### config.mk
export PLATFORM = sky130hd
export DESIGN_NAME = uart8_tx_buffered_flat
export DESIGN_NICKNAME = d
export VERILOG_FILES = /design/src/rtl/uart8_tx_buffered_if.sv /design/src/rtl/uart8_tx_buffered.sv /design/src/flat_wrapper.sv
export SDC_FILE = /design/constraint.sdc
export NUM_CORES = 1
export LEC_CHECK = 0
export BUFFER_PORTS_ARGS = -buffer_cell sky130_fd_sc_hd__buf_4
export CAP_MARGIN = 20
export CORE_MARGIN = 3
export CORE_UTILIZATION = 64
export DETAILED_ROUTE_END_ITERATION = 8
export HOLD_SLACK_MARGIN = 0.08
export PLACE_DENSITY = 0.93
export SLEW_MARGIN = 20
export SYNTH_ARGS = -nofsm -noshare
export SYNTH_HDL_FRONTEND = slang
export SYNTH_SLANG_ARGS = --single-unit
### constraint.sdc
create_clock -name clk -period 3.7 [get_ports clk]
set_input_delay 0.555 -clock clk [delete_from_list [all_inputs] [get_ports clk]]
set_output_delay 0.555 -clock clk [all_outputs]
set_load 0.02 [all_outputs]
### src/rtl/uart8_tx_buffered_if.sv
// Byte-load / serial-line interface of the buffered 8N1 UART transmitter.
//   txEn    : enable; when low no new frame starts
//   txStart : load strobe, accepted when txStart && txReady
//   in      : byte to transmit
//   txReady : holding register empty
//   out     : serial line, idles high
//   txBusy  : frame on the line
//   txDone  : one-cycle pulse on the last cycle of the final stop bit
interface uart8_tx_buffered_if;
    logic       txEn;
    logic       txStart;
    logic [7:0] in;
    logic       txReady;
    logic       out;
    logic       txBusy;
    logic       txDone;

    modport master (
        output txEn, txStart, in,
        input  txReady, out, txBusy, txDone
    );

    modport slave (
        input  txEn, txStart, in,
        output txReady, out, txBusy, txDone
    );
endinterface

### src/rtl/uart8_tx_buffered.sv
// 8N1 UART transmitter with a one-byte holding register so consecutive
// frames go out with no idle gap.
//   clk   : system clock, rising edge
//   reset : synchronous, active-high
//   bus   : uart8_tx_buffered_if.slave (txEn, txStart, in, txReady, out,
//           txBusy, txDone); all outputs registered
module uart8_tx_buffered #(
    parameter int unsigned CLOCK_RATE = 12000000,
    parameter int unsigned BAUD_RATE  = 9600,
    parameter int unsigned STOP_BITS  = 1
) (
    input  logic                       clk,
    input  logic                       reset,
    uart8_tx_buffered_if.slave         bus
);

    localparam int unsigned CLKS_PER_BIT = CLOCK_RATE / BAUD_RATE;
    localparam int unsigned DIV_W        = (CLKS_PER_BIT > 1) ? $clog2(CLKS_PER_BIT) : 1;
    localparam logic [DIV_W-1:0] DIV_LAST  = DIV_W'(CLKS_PER_BIT - 1);
    localparam logic [2:0]       STOP_LAST = 3'(STOP_BITS - 1);

    typedef enum logic [1:0] {IDLE, START, DATA, STOP} state_e;

    state_e           state_q, state_d;
    logic [DIV_W-1:0] div_q, div_d;
    logic [2:0]       idx_q, idx_d;       // data bit index, reused as stop-bit count
    logic [7:0]       shift_q, shift_d;
    logic [7:0]       hold_q, hold_d;
    logic             hold_full_q, hold_full_d;
    logic             out_q, out_d;
    logic             busy_q, busy_d;
    logic             done_q, done_d;
    logic             ready_q, ready_d;
    logic             bit_end;
    logic             load;
    logic             take;

    // Next-state, holding register and registered-output logic
    always_comb begin
        state_d     = state_q;
        div_d       = div_q;
        idx_d       = idx_q;
        shift_d     = shift_q;
        hold_d      = hold_q;
        hold_full_d = hold_full_q;
        take        = 1'b0;
        load        = bus.txStart && ready_q;
        bit_end     = (div_q == DIV_LAST);

        if (state_q != IDLE) begin
            div_d = bit_end ? '0 : div_q + DIV_W'(1);
        end

        case (state_q)
            IDLE: begin
                if (hold_full_q && bus.txEn) take = 1'b1;
            end
            START: begin
                if (bit_end) begin
                    state_d = DATA;
                    idx_d   = '0;
                end
            end
            DATA: begin
                if (bit_end) begin
                    if (idx_q == 3'd7) begin
                        state_d = STOP;
                        idx_d   = '0;
                    end else begin
                        idx_d = idx_q + 3'd1;
                    end
                end
            end
            STOP: begin
                if (bit_end) begin
                    if (idx_q == STOP_LAST) begin
                        if (hold_full_q && bus.txEn) take = 1'b1;
                        else                         state_d = IDLE;
                    end else begin
                        idx_d = idx_q + 3'd1;
                    end
                end
            end
            default: state_d = IDLE;
        endcase

        // Holding-to-shift transfer; never coincides with a load since it needs holding full
        if (take) begin
            state_d     = START;
            div_d       = '0;
            idx_d       = '0;
            shift_d     = hold_q;
            hold_full_d = 1'b0;
        end

        if (load) begin
            hold_d      = bus.in;
            hold_full_d = 1'b1;
        end

        // Outputs are computed from the next state so they are registered yet cycle-aligned
        case (state_d)
            START:   out_d = 1'b0;
            DATA:    out_d = shift_d[idx_d];
            default: out_d = 1'b1;
        endcase
        busy_d  = (state_d != IDLE);
        done_d  = (state_d == STOP) && (div_d == DIV_LAST) && (idx_d == STOP_LAST);
        ready_d = ~hold_full_d;
    end

    // State and output registers
    always_ff @(posedge clk) begin
        if (reset) begin
            state_q     <= IDLE;
            div_q       <= '0;
            idx_q       <= '0;
            shift_q     <= '0;
            hold_q      <= '0;
            hold_full_q <= 1'b0;
            out_q       <= 1'b1;
            busy_q      <= 1'b0;
            done_q      <= 1'b0;
            ready_q     <= 1'b1;
        end else begin
            state_q     <= state_d;
            div_q       <= div_d;
            idx_q       <= idx_d;
            shift_q     <= shift_d;
            hold_q      <= hold_d;
            hold_full_q <= hold_full_d;
            out_q       <= out_d;
            busy_q      <= busy_d;
            done_q      <= done_d;
            ready_q     <= ready_d;
        end
    end

    assign bus.out     = out_q;
    assign bus.txBusy  = busy_q;
    assign bus.txDone  = done_q;
    assign bus.txReady = ready_q;

endmodule

### src/flat_wrapper.sv
// flat-port wrapper written by rule: the top's interface ports become plain ports
module uart8_tx_buffered_flat 
#(
    parameter int unsigned CLOCK_RATE = 12000000,
    parameter int unsigned BAUD_RATE  = 9600,
    parameter int unsigned STOP_BITS  = 1
)
  (clk, reset, bus_txEn, bus_txStart, bus_in, bus_txReady, bus_out, bus_txBusy, bus_txDone);
  uart8_tx_buffered_if bus_i ();
  input  logic clk;
  input  logic reset;
  input wire logic [$bits(bus_i.txEn)-1:0] bus_txEn;
  input wire logic [$bits(bus_i.txStart)-1:0] bus_txStart;
  input wire logic [$bits(bus_i.in)-1:0] bus_in;
  output wire logic [$bits(bus_i.txReady)-1:0] bus_txReady;
  output wire logic [$bits(bus_i.out)-1:0] bus_out;
  output wire logic [$bits(bus_i.txBusy)-1:0] bus_txBusy;
  output wire logic [$bits(bus_i.txDone)-1:0] bus_txDone;
  assign bus_i.txEn = bus_txEn;
  assign bus_i.txStart = bus_txStart;
  assign bus_i.in = bus_in;
  assign bus_txReady = bus_i.txReady;
  assign bus_out = bus_i.out;
  assign bus_txBusy = bus_i.txBusy;
  assign bus_txDone = bus_i.txDone;
  uart8_tx_buffered #(.CLOCK_RATE(CLOCK_RATE), .BAUD_RATE(BAUD_RATE), .STOP_BITS(STOP_BITS)) u_core (.clk(clk), .reset(reset), .bus(bus_i));
endmodule
======== Yosys cells after proc, flatten, opt, wreduce, memory -nomap -nowiden ========
Index checks and enable logic that the tools add are counted.
operators by class
  reductions and logical operators ........ 9
  order comparisons ....................... 1
  add/subtract/negate cells ............... 2
  equality and inequality tests ........... 9
  bitwise operators ....................... 1
  multiplexer cells ....................... 28
operator list
  cell                                                 count
  two-way mux 11 bit                                   3
  == test 11 bit (second input constant)               2
  two-way mux 3 bit                                    6
  two-way mux 2 bit                                    7
  adder 11 x 1 -> 11 bit (second input constant)       1
  case mux 3 bit (3 select lines)                      1
  == test 2 bit (second input constant)                4
  two-way mux 8 bit                                    1
  logical NOT 3 bit                                    2
  two-way mux 1 bit                                    6
  case mux 2 bit (3 select lines)                      1
  == test 2 x 1 -> 1 bit (second input constant)       2
  logical AND 1 bit                                    4
  < comparator 3 x 4 -> 1 bit (second input constant)  1
  case mux 1 bit (2 select lines)                      2
  nonzero test 2 bit                                   2
  adder 3 x 1 -> 3 bit (second input constant)         1
  binary-select mux 1 bit (select 3 bit)               1
  == test 3 bit (second input constant)                1
  logical NOT 2 bit                                    1
  inverter 1 bit                                       1
word-level totals
  register bits after elaboration ......... 37
  input bits .............................. 12
  output and inout port bits .............. 4

======== Depth between registers and ports, before layout ========
Gate-level depths: netlist of run 1.
  depth in word-level cells ............... 9
  mapped depth ............................ 10
  gate-level depth less buffers ........... 9

======== Worst setup path after synthesis of run 1 ========
Ideal clock, no wire load.
  kind .................................... register -> register
  start ................................... register u_core.div_q[0]
  end ..................................... register u_core.out_q (netlist: u_core.bus.out)
  required time ........................... 3.579 ns
  path buffers ............................ 1
  slack ................................... 1.453 ns
  data arrival time ....................... 2.126 ns
  cell stages (with the launch flop) ...... 10
  path through ............................ dfxtp_1 ha_1 nor4b_4 and4b_4 buf_6 mux2_4 a311o_1 a211o_1 nand4_1 a21oi_1
between the ends
  longest elaborated chain between the ends .. 7
RTL lines
  item                                                                                       RTL line                  source
  start: declaration                                                                         uart8_tx_buffered.sv:25   logic [DIV_W-1:0] div_q, div_d;
  start signal: assignment                                                                   uart8_tx_buffered.sv:127  div_q <= div_d;
  == test 11 bit *                                                                           uart8_tx_buffered.sv:48   bit_end = (div_q == DIV_LAST);
  two-way mux 3 bit (tied with other cells)                                                  uart8_tx_buffered.sv:75   if (bit_end) begin
  case mux 3 bit (3 select lines) / case mux 1 bit (2 select lines) (equally long branches)  uart8_tx_buffered.sv:54   case (state_q)
  two-way mux 3 bit / two-way mux 8 bit (equally long branches)                              uart8_tx_buffered.sv:88   if (take) begin
  binary-select mux 1 bit (select 3 bit)                                                     uart8_tx_buffered.sv:104  DATA: out_d = shift_d[idx_d];
  two-way mux 1 bit (implied by the code)                                                    uart8_tx_buffered.sv:104
  case mux 1 bit (2 select lines) *                                                          uart8_tx_buffered.sv:102  case (state_d)
  end signal: assignment                                                                     uart8_tx_buffered.sv:132  out_q <= out_d;
  end: declaration                                                                           uart8_tx_buffered.sv:30   logic out_q, out_d;
Every way passes the cells marked *; elsewhere a longest branch is shown, timed or not. The select of a mux whose other input is x is not followed.
A chain may end at the register's enable or synchronous reset.

======== Worst setup path in the final report of run 1 ========
Same ends and word-level chain as after synthesis.

==> results by group, run 1 <==
Worst setup path
  • CP startpoint: u_core.div_q[0]$_SDFF_PP0_
  • CP peak stage delay: 0.76 ns
  • Data required, critical path: 3.93 ns
  • CP endpoint kind: flop
  • CP cell instances: ha_1 -> nor4b_4 -> nand3_1 -> o31ai_4 -> a31oi_1 -> nand2_1 -> nor3b_1 -> a21oi_1
  • Setup CP Type: flop to flop
  • CP startpoint kind: flop
  • Worst Path Arrival: roughly 2.9 ns
  • Worst R2R End: u_core.bus.out$_SDFF_PP1_
  • R2R Setup Slk: 1.08 ns
  • Critical Path Fanout Max: 16
  • Reg2Reg Depth: 8
  • CP delay by family, top: simple AND/OR/NAND/NOR gates
  • CP max-delay cell: o31ai_4
  • Buf/Inv on CP: 0
  • Worst R2R Start: u_core.div_q[0]$_SDFF_PP0_

Global route
  • Vias in the first global route: 1663
  • Total grt overflow: 0
  • Initial antenna violation count: 0
  • Largest net degree at the start of global routing: 28
  • GRT Total Usage: around 23%
  • First-pass GRT wire length: around 7500 um

Clock network
  • Clock-pin slew on the worst setup and hold paths: ~0.11 ns
  • H-tree lvl count: 2
  • # hold bufs at CTS: 0
  • CTS tree: done
  • CTS sink cnt: 37
  • Setup repair bufs after CTS: 0
  • Max clock buf depth: 2
  • Clk_lat worst skew: 0.33 ns
  • CTS Buf Count: 5
  • Post-CTS Resized: 0
  • Clock root cell: clkbuf_4

STA
  • Normalized max-slew margin: 43.3%
  • Max Freq: 0.382 GHz
  • Minimum clock period: 2.62 ns
  • Worst-Margin Slew: 0.847 ns
  • TNS Setup: 0 ns
  • Hold slack: 0.465 ns
  • Final count of negative-setup-slack endpoints: 0
  • Fin Clk Skew: roughly 0.0083 ns
  • PnR worst setup slack: about 1.1 ns
  • Final hold vios: 0
  • RSZ-0062 raised after global routing: no
  • Post-route clock period utilization: 70.7%
  • Final Max Tran Viols: 0

Power and ir drop
  • NetSw: 0.184 mW
  • Clk pwr share: between 30% and 40%
  • Sw Ratio: 25.7%
  • PwrDens: 323 mW/mm2
  • Worst vdd ir: between 300 and 400 uV
  • Reg power frac: 58.8%
  • Power Internal: 0.533 mW
  • Logic pwr share: 10.6%
  • Leakage: 0.783 nW

Die
  • Placeable Area: slightly above 0.003 mm2
  • Die width: 63.2 um
  • IO Count: 16
  • Die height: 63.2 um
  • FP Rows: 20
  • Die Area: 0.00399 mm2
  • Initial Util: 68.0%

Synth
  • Cells after synthesis: between 200 and 300
  • Yosys warnings: 0
  • Net Count, Synth: around 270
  • Distinct cells, synth: 46
  • Post-synthesis async set-or-reset flop share: 0%
  • Post-synth EDFFs: 0
  • Cell Area, Synth: 0.00209 mm2
  • Top_reg_cell synth: dfxtp_1
  • Post-synthesis sequential area ratio: approximately 35%
  • Syn_area_per_cell: 8.37 um2
  • Seq cells post-synth: 37

Layout
  • # fillers: 251
  • Antenna Cells: 0
  • Leading cell type in the layout, fill and taps excluded: dfxtp_1
  • Synth-to-layout area growth: 6.28%
  • Area of the multi-input gates: about 0.0012 mm2
  • Final instance area: about 0.0022 mm2
  • Most frequent cells in the layout: 37 x dfxtp_1, 32 x nor2_1, 26 x nand2_1
  • FF/Latch Area: 741 um2
  • Share of cells above drive strength 1: roughly a tenth
  • Final #Nets: 281

Worst hold path
  • Worst min path class: flop to flop
  • Hold-critical path depth: 2
  • Hold Startpoint: u_core.hold_q[4]$_SDFFE_PP0P_
  • Worst Hold Path EP: u_core.hold_q[4]$_SDFFE_PP0P_

Route
  • Met3 WL: 274 um
  • Drt wl/cell: 13.7 um
  • DR vias: ~1800
  • Drt drc: 0
  • Total wire length: 4160 um
  • Vias per cell: 5.92
  • Routed Antenna Nets: 0
  • Starting DRT DRC Count: 138
  • Top Layer Used: met4
  • Met2 WL: 1860 um
  • DRT Pass-1 Iters: 4
  • Met1 WL: 1980 um

Placed design
  • RePlAce Congestion: 0.944
  • Placed cell area: 0.00216 mm2
  • Pre-CTS WS: 1.10 ns
  • Post-DP HPWL: 3050 um
  • PortBufs: 15

Flow run
  • Max cap viols: 0

Outcome
  • Status: finished clean
[Yosys cell counts (2+ instances only)]
cell type	count	area share (%)
dfxtp_1	37	35
nand3_1	18	4.3
a211oi_1	2	0.72
o21ai_0	6	1.4
inv_1	9	1.6
clkbuf_1	4	0.72
buf_6	4	2.2
nor2b_1	3	0.90
nand3b_1	3	1.1
nor3_1	7	1.7
a21oi_1	19	4.5
xnor2_1	5	2.1
a31oi_1	5	1.5
xor2_1	4	1.7
o211ai_1	4	1.4
mux2i_1	13	6.2
nand2b_1	2	0.60
nand2_1	26	4.7
clkbuf_2	2	0.48
o22ai_1	3	0.90
a311oi_1	2	0.84
nor4_1	5	1.5
ha_1	10	6.0
nor3b_1	3	1.1
nand4b_1	2	0.84
nor2_1	32	5.7
[power by group through the flow]
stage	Clock (mW)	Sequential (mW)	Combinational, mW
after global placement	0	0.430	0.0729
after CTS	0.224	0.422	0.0750
after detailed placement	0	0.431	0.0748
after global routing	0.241	0.425	0.0847
after floorplan	0	0.429	0.0521
final	0.220	0.422	0.0757
[tightest hold or removal path: stages, from the launching register on]
cell,delay [ns]
dfxtp_1,0.33
nand2_1,0.05
a21oi_1,0.05
[per-layer routing]
metal,track usage [%],vias to the layer above
met3,4.46,7
met4,5.93,0
met2,34.8,61
met1,32.5,822
met5,0,-
li1,-,904
[registers in the layout, summed over array words and instances (netlist names)]
name                flops
u_core.bus.txReady      1
u_core.bus.txDone       1
u_core.div_q           11
u_core.hold_q           8
u_core.state_q          2
u_core.idx_q            3
u_core.bus.txBusy       1
u_core.bus.out          1
u_core.shift_q          8
u_core.hold_full_q      1
[per-stage QoR]
stage | util [%] | power, mW | instances
floorplan | - | 0.481 | 250
global placement | 70.3 | 0.503 | 296
detailed placement | 70.3 | 0.506 | 296
CTS | 72.2 | 0.721 | 303
global route | 72.2 | 0.751 | 303
finish | 72.2 | 0.717 | 303
[cells by family (layout without fill, tap and decap cells)]
group / after synthesis / count (layout) / synth area share (%)
AOI/OAI and AO/OA: 49 / 49 / 15.2
xor gates and xnor gates: 9 / 9 / 3.77
adders and majority gates: 10 / 10 / 5.98
buffers and inverters: 22 / 31 / 6.16
DFF: 37 / 37 / 35.4
muxes: 14 / 14 / 6.94
and+or+nand+nor: 109 / 109 / 26.6
[layout make-up]
type                    count  area share, %
multi-input cells         191           55.0
repair buffers             15           5.06
well taps                  44           2.48
flip-flops and latches     37           33.3
inverters                   9           1.52
clock inverters             1          0.338
clock buffers               6           2.31
[worst max path at each step]
stage / endpoint / slack (ns) / cells after the start
finish: u_core.bus.out$_SDFF_PP1_ / 1.08 / 8
global route: u_core.bus.out$_SDFF_PP1_ / 0.79 / 8
CTS: u_core.bus.out$_SDFF_PP1_ / 1.08 / 7
detailed placement: u_core.bus.out$_SDFF_PP1_ / 1.10 / 7
global placement: u_core.bus.out$_SDFF_PP1_ / 1.25 / 8
floorplan: u_core.bus.out$_SDFF_PP1_ / 1.45 / 9
Note: power is estimated with default switching activity, not from simulation.
==> inputs of run 2 (changes only) <==
- CORE_UTILIZATION: 64 -> 53
- PLACE_DENSITY: 0.93 -> 0.83
- clock period: 3.7 -> 2.28 ns (I/O delays scaled with it)
==> run 2 against run 1 <==
Non-clock buffer count up 28. Global-route usage down 0.38 points. Power up 100%. Largest power group unchanged. Sequential share of layout area down 4.5 points. Register-to-register slack worse by 1.1 ns. Highest routed layer unchanged. Setup slack worse by 1.1 ns. Critical endpoint is now u_core.bus.txDone$_SDFF_PP0_. Critical path depth up 1. First-iteration DRC count up 85%. Clock power rose to 2.7 times the previous value. Routed wire length up 25%. Core utilization down 3.1 points.
==> results by group, run 2 (synthesis gave the netlist of run 1 again) <==
Power and ir drop
  • Logic pwr share: 10.8%
  • Worst vdd ir: 457 uV
  • Power Internal: between 1 and 1.5 mW
  • NetSw: 0.344 mW
  • Sw Ratio: 23.9%
  • Reg power frac: 47.6%
  • PwrDens: 556 mW/mm2
  • Leakage: 0.959 nW
  • Clk pwr share: 41.7%

Die
  • Die Area: between 0.004 and 0.005 mm2
  • FP Rows: 22
  • Die height: approximately 70 um
  • Initial Util: 55.9%
  • Die width: 68.8 um
  • Placeable Area: 0.00374 mm2
  • IO Count: 16

Clock network
  • CTS sink cnt: 37
  • CTS tree: done
  • Clock root cell: clkbuf_8
  • Clk_lat worst skew: 0.30 ns
  • # hold bufs at CTS: 0
  • CTS Buf Count: 5
  • Max clock buf depth: 2
  • H-tree lvl count: 2
  • Clock-pin slew on the worst setup and hold paths: 0.08 ns

Route
  • DRT Pass-1 Iters: 4
  • Routed Antenna Nets: 0
  • DR vias: around 2000
  • Total wire length: 5210 um
  • Drt drc: 0
  • Starting DRT DRC Count: 255
  • Vias per cell: 5.83
  • Drt wl/cell: around 16 um

STA
  • Final count of negative-setup-slack endpoints: 0
  • Worst-Margin Slew: 0.335 ns
  • Final hold vios: 0
  • Normalized max-slew margin: 77.3%
  • Fin Clk Skew: 0.00781 ns
  • Minimum clock period: roughly 2.3 ns
  • Max Freq: between 0.4 and 0.5 GHz
  • Post-route clock period utilization: 98.7%
  • TNS Setup: 0 ns
  • RSZ-0062 raised after global routing: yes
  • Final Max Tran Viols: 0
  • Hold slack: 0.302 ns

Worst setup path
  • Worst Path Arrival: 2.45 ns
  • CP startpoint kind: flop
  • Critical Path Fanout Max: 4
  • CP delay by family, top: simple AND/OR/NAND/NOR gates
  • CP max-delay cell: or4_4
  • Setup CP Type: flop to flop
  • Buf/Inv on CP: 2
  • CP cell instances: inv_1 -> ha_2 -> buf_4 -> or4_4 -> o21ai_2 -> mux2i_4 -> nor4_2 -> nand3_1 -> nor4_1
  • CP peak stage delay: 0.51 ns
  • CP endpoint kind: flop
  • Data required, critical path: around 2.5 ns
  • R2R Setup Slk: 0.03 ns

Layout
  • Synth-to-layout area growth: 23.7%
  • Finished Layout Cells: 336
  • Share of cells above drive strength 1: between 20% and 30%
  • Leading cell type in the layout, fill and taps excluded: buf_4
  • Reg with most FFs: u_core.div_q
  • Antenna Cells: 0
  • Final #Nets: 309
  • Max reg flops: 11
  • Most frequent cells in the layout: 41 x buf_4, 32 x nor2_1, 32 x dfxtp_1
  • Largest registers: u_core.div_q: 11 flops, u_core.hold_q: 8 flops, u_core.shift_q: 8 flops

Outcome
  • Status: finished clean

Global route
  • Met1 GRT Util: 29.6%
  • Vias in the first global route: roughly 1800
  • Initial antenna violation count: 0
  • Global routing met2 resource utilization: 35.0%
  • Grt met3 use: 6.32%
  • First-pass GRT wire length: 7910 um
  • GRT busiest layer: met2
  • GRT Total Usage: 22.3%
  • Largest net degree at the start of global routing: 28
  • Total grt overflow: 0

Flow run
  • Max cap viols: 0

Placed design
  • PortBufs: 15
  • DP Cell Count: 321
  • Post-DP HPWL: 3390 um
  • RePlAce Congestion: 0.953

Worst hold path
  • Worst min path class: input pin to flop
run 2: changes by cell type in the layout (fill, tap and decap cells not counted), sizes merged:
cell    delta
bufinv     +1
buf       +28
run 2: metrics by stage:
step	power (mW)	setup slack [ns]	util, %	instance area [um2]
global route	1.48	-0.0850	69.2	2590
CTS	1.43	0.0182	65.6	2460
floorplan	0.781	0.0332	-	2090
global placement	0.835	0.100	62.2	2330
detailed placement	0.839	0.0416	62.2	2330
finish	1.44	0.0294	69.2	2590
run 2: final timing paths:
kind                                      start                            end  cells past startpoint
hold / removal                        bus_in[3]  u_core.hold_q[3]$_SDFFE_PP0P_                      3
setup reg to reg   u_core.state_q[0]$_SDFF_PP0_   u_core.bus.txDone$_SDFF_PP0_                      9
hold reg to reg   u_core.hold_q[3]$_SDFFE_PP0P_  u_core.hold_q[3]$_SDFFE_PP0P_                      2
setup / recovery   u_core.state_q[0]$_SDFF_PP0_   u_core.bus.txDone$_SDFF_PP0_                      9
run 2: worst register-to-register path, cell delays in order, from the launching register on:
cell and delay [ns]:
dfxtp_2 0.36, inv_1 0.08, ha_2 0.21, buf_4 0.15
or4_4 0.51, o21ai_2 0.11, mux2i_4 0.12, nor4_2 0.32
nand3_1 0.12, nor4_1 0.17
run 2: layout make-up:
cell class	instances	area, um2
clock buffers	6	82.6
clock inverters	2	37.5
fillers	307	1150
inverters	9	33.8
multi-input cells	191	1300
flip-flops and latches	37	747
well taps	48	60.1
repair buffers	43	330
run 2: power by group through the flow:
| stage | sequential (mW) | clock (mW) | combinational, mW |
|---|---|---|---|
| 2_1_floorplan | 0.697 | 0 | 0.0846 |
| 3_3_place_gp | 0.697 | 0 | 0.137 |
| 3_5_place_dp | 0.699 | 0 | 0.141 |
| 4_1_cts | 0.684 | 0.603 | 0.142 |
| 5_1_grt | 0.687 | 0.628 | 0.170 |
| 6_report | 0.685 | 0.600 | 0.155 |
run 2: per-layer routing:
layer,vias to the layer above,wire length [um]
li1,959,-
met1,925,2210
met2,60,2540
met3,14,358
met4,0,99
met5,-,0
run 2: timing repair:
action	4_1_cts	5_1_grt
pin swaps	0	8
cloned	0	0
endpoints found under the setup margin	1	2
gates resized for setup	1	23
setup buffers	1	7
==> inputs of run 3 (changes only) <==
- MAX_ROUTING_LAYER: unset -> met4
- SLEW_MARGIN: 20 -> 15
==> run 3 against run 2 <==
First-iteration DRC count fell by 10%. Critical path depth did not move. Cell count did not move. Critical path type unchanged.
==> results by group, run 3 (synthesis gave the netlist of run 1 again) <==
Outcome
  • Status: finished clean

Global route
  • Total grt overflow: 0
  • Initial antenna violation count: 0
  • Vias in the first global route: around 1800
  • GRT Total Usage: 22.9%
  • Largest net degree at the start of global routing: 28
  • First-pass GRT wire length: 7920 um

Clock network
  • Clk_lat worst skew: 0.30 ns
  • Clock root cell: clkbuf_8
  • CTS Buf Count: 5
  • H-tree lvl count: 2
  • Clock-pin slew on the worst setup and hold paths: 0.08 ns
  • Max clock buf depth: 2
  • CTS sink cnt: 37
  • CTS tree: done

Layout
  • Final #Nets: 309
  • Final instance area: 0.00259 mm2
  • Max reg flops: 11
  • # fillers: a little over 300
  • Largest registers: u_core.div_q: 11 flops, u_core.hold_q: 8 flops, u_core.shift_q: 8 flops
  • Reg with most FFs: u_core.div_q
  • Most frequent cells in the layout: 41 x buf_4, 32 x nor2_1, 32 x dfxtp_1
  • Share of cells above drive strength 1: 25.7%
  • Finished Layout Cells: 336
  • Final Core Density: 69.2%
  • Leading cell type in the layout, fill and taps excluded: buf_4
  • Antenna Cells: 0
  • Synth-to-layout area growth: 23.7%

Die
  • Die height: 68.8 um
  • FP Rows: 22
  • Die Area: approximately 0.0047 mm2
  • Die width: approximately 70 um
  • Placeable Area: approximately 0.0037 mm2
  • Initial Util: 55.9%
  • IO Count: 16

STA
  • TNS Setup: 0 ns
  • Final count of negative-setup-slack endpoints: 0
  • Final Max Tran Viols: 0
  • Fin Clk Skew: around 0.011 ns
  • Post-route clock period utilization: just under 100%
  • Final hold vios: 0
  • RSZ-0062 raised after global routing: yes
  • Max Freq: 0.441 GHz
  • Worst-Margin Slew: roughly 0.36 ns
  • Normalized max-slew margin: 75.6%
  • PnR worst setup slack: 0.0146 ns
  • Minimum clock period: between 2 and 2.5 ns

Route
  • Starting DRT DRC Count: 229
  • Vias per cell: 5.78
  • DR vias: 1943
  • Routed Antenna Nets: 0
  • Drt wl/cell: 15.5 um
  • Total wire length: approximately 5200 um
  • Drt drc: 0
  • DRT Pass-1 Iters: 4

Placed design
  • Pre-CTS WS: slightly above 0.04 ns
  • DP Cell Count: 321
  • RePlAce Congestion: 0.971
  • Post-DP HPWL: 3390 um
  • PortBufs: 15
  • Placed cell area: around 0.0023 mm2

Power and ir drop
  • Leakage: 0.959 nW
  • Worst vdd ir: 458 uV
  • PwrDens: 557 mW/mm2

Worst setup path
  • Data required, critical path: around 2.5 ns
  • Worst Path Arrival: 2.47 ns
  • Setup CP Type: flop to flop
  • Critical Path Fanout Max: 4
  • CP startpoint kind: flop
  • CP endpoint kind: flop

Flow run
  • Max cap viols: 0

Worst hold path
  • Worst min path class: input pin to flop
-- run 3: path summary, 6_finish.rpt --
| kind | depth (start not counted) | slack [ns] | to | startpoint |
|---|---|---|---|---|
| setup / recovery | 9 | 0.01 | u_core.bus.txDone$_SDFF_PP0_ | u_core.state_q[0]$_SDFF_PP0_ |
| hold / removal | 3 | 0.30 | u_core.hold_q[3]$_SDFFE_PP0P_ | bus_in[3] |
| setup reg to reg | 9 | 0.01 | u_core.bus.txDone$_SDFF_PP0_ | u_core.state_q[0]$_SDFF_PP0_ |
| hold reg to reg | 2 | 0.46 | u_core.hold_q[3]$_SDFFE_PP0P_ | u_core.hold_q[3]$_SDFFE_PP0P_ |
-- run 3: area by class of cell --
class | instances | area, um2 | share of cell area [%]
Tap cell | 48 | 60.1 | 2.32
Sequential cell | 37 | 747 | 28.9
Clock inverter | 2 | 37.5 | 1.45
Clock buffer | 6 | 82.6 | 3.19
Multi-Input combinational cell | 191 | 1300 | 50.1
Timing Repair Buffer | 43 | 330 | 12.8
Inverter | 9 | 33.8 | 1.30
-- run 3: report_power, final --
part	total (mW)	switching [mW]	internal (mW)
registers	0.685	0.0179	0.667
logic	0.155	0.0820	0.0730
clock network	0.601	0.245	0.356
total	1.44	0.345	1.10
-- run 3: timing repair --
item,in CTS,in global routing
resized for setup,1,23
setup buffers,1,7
endpoints found under the setup margin,1,2
hold buffers,0,0
pin swaps,0,8
-- run 3: metrics by stage --
stage | hold slack [ns] | power (mW)
finish | 0.304 | 1.44
global route | 0.308 | 1.48
CTS | 0.300 | 1.43
detailed placement | 0.453 | 0.839
global placement | 0.446 | 0.835
floorplan | 0.436 | 0.781
-- run 3: routing by layer --
layer	global-route usage [%]	routed length (um)	up-vias
met1	29.7	2290	913
li1	-	-	959
met4	6.81	74	0
met5	-	0	-
met2	35.0	2560	62
met3	6.32	295	9
-- run 3: worst max-delay path, stage by stage (launching register included) --
cell and delay (ns):
dfxtp_2 0.37, inv_1 0.08, ha_2 0.21, buf_4 0.15, or4_4 0.51, o21ai_2 0.12
mux2i_4 0.12, nor4_2 0.32, nand3_1 0.12, nor4_1 0.17
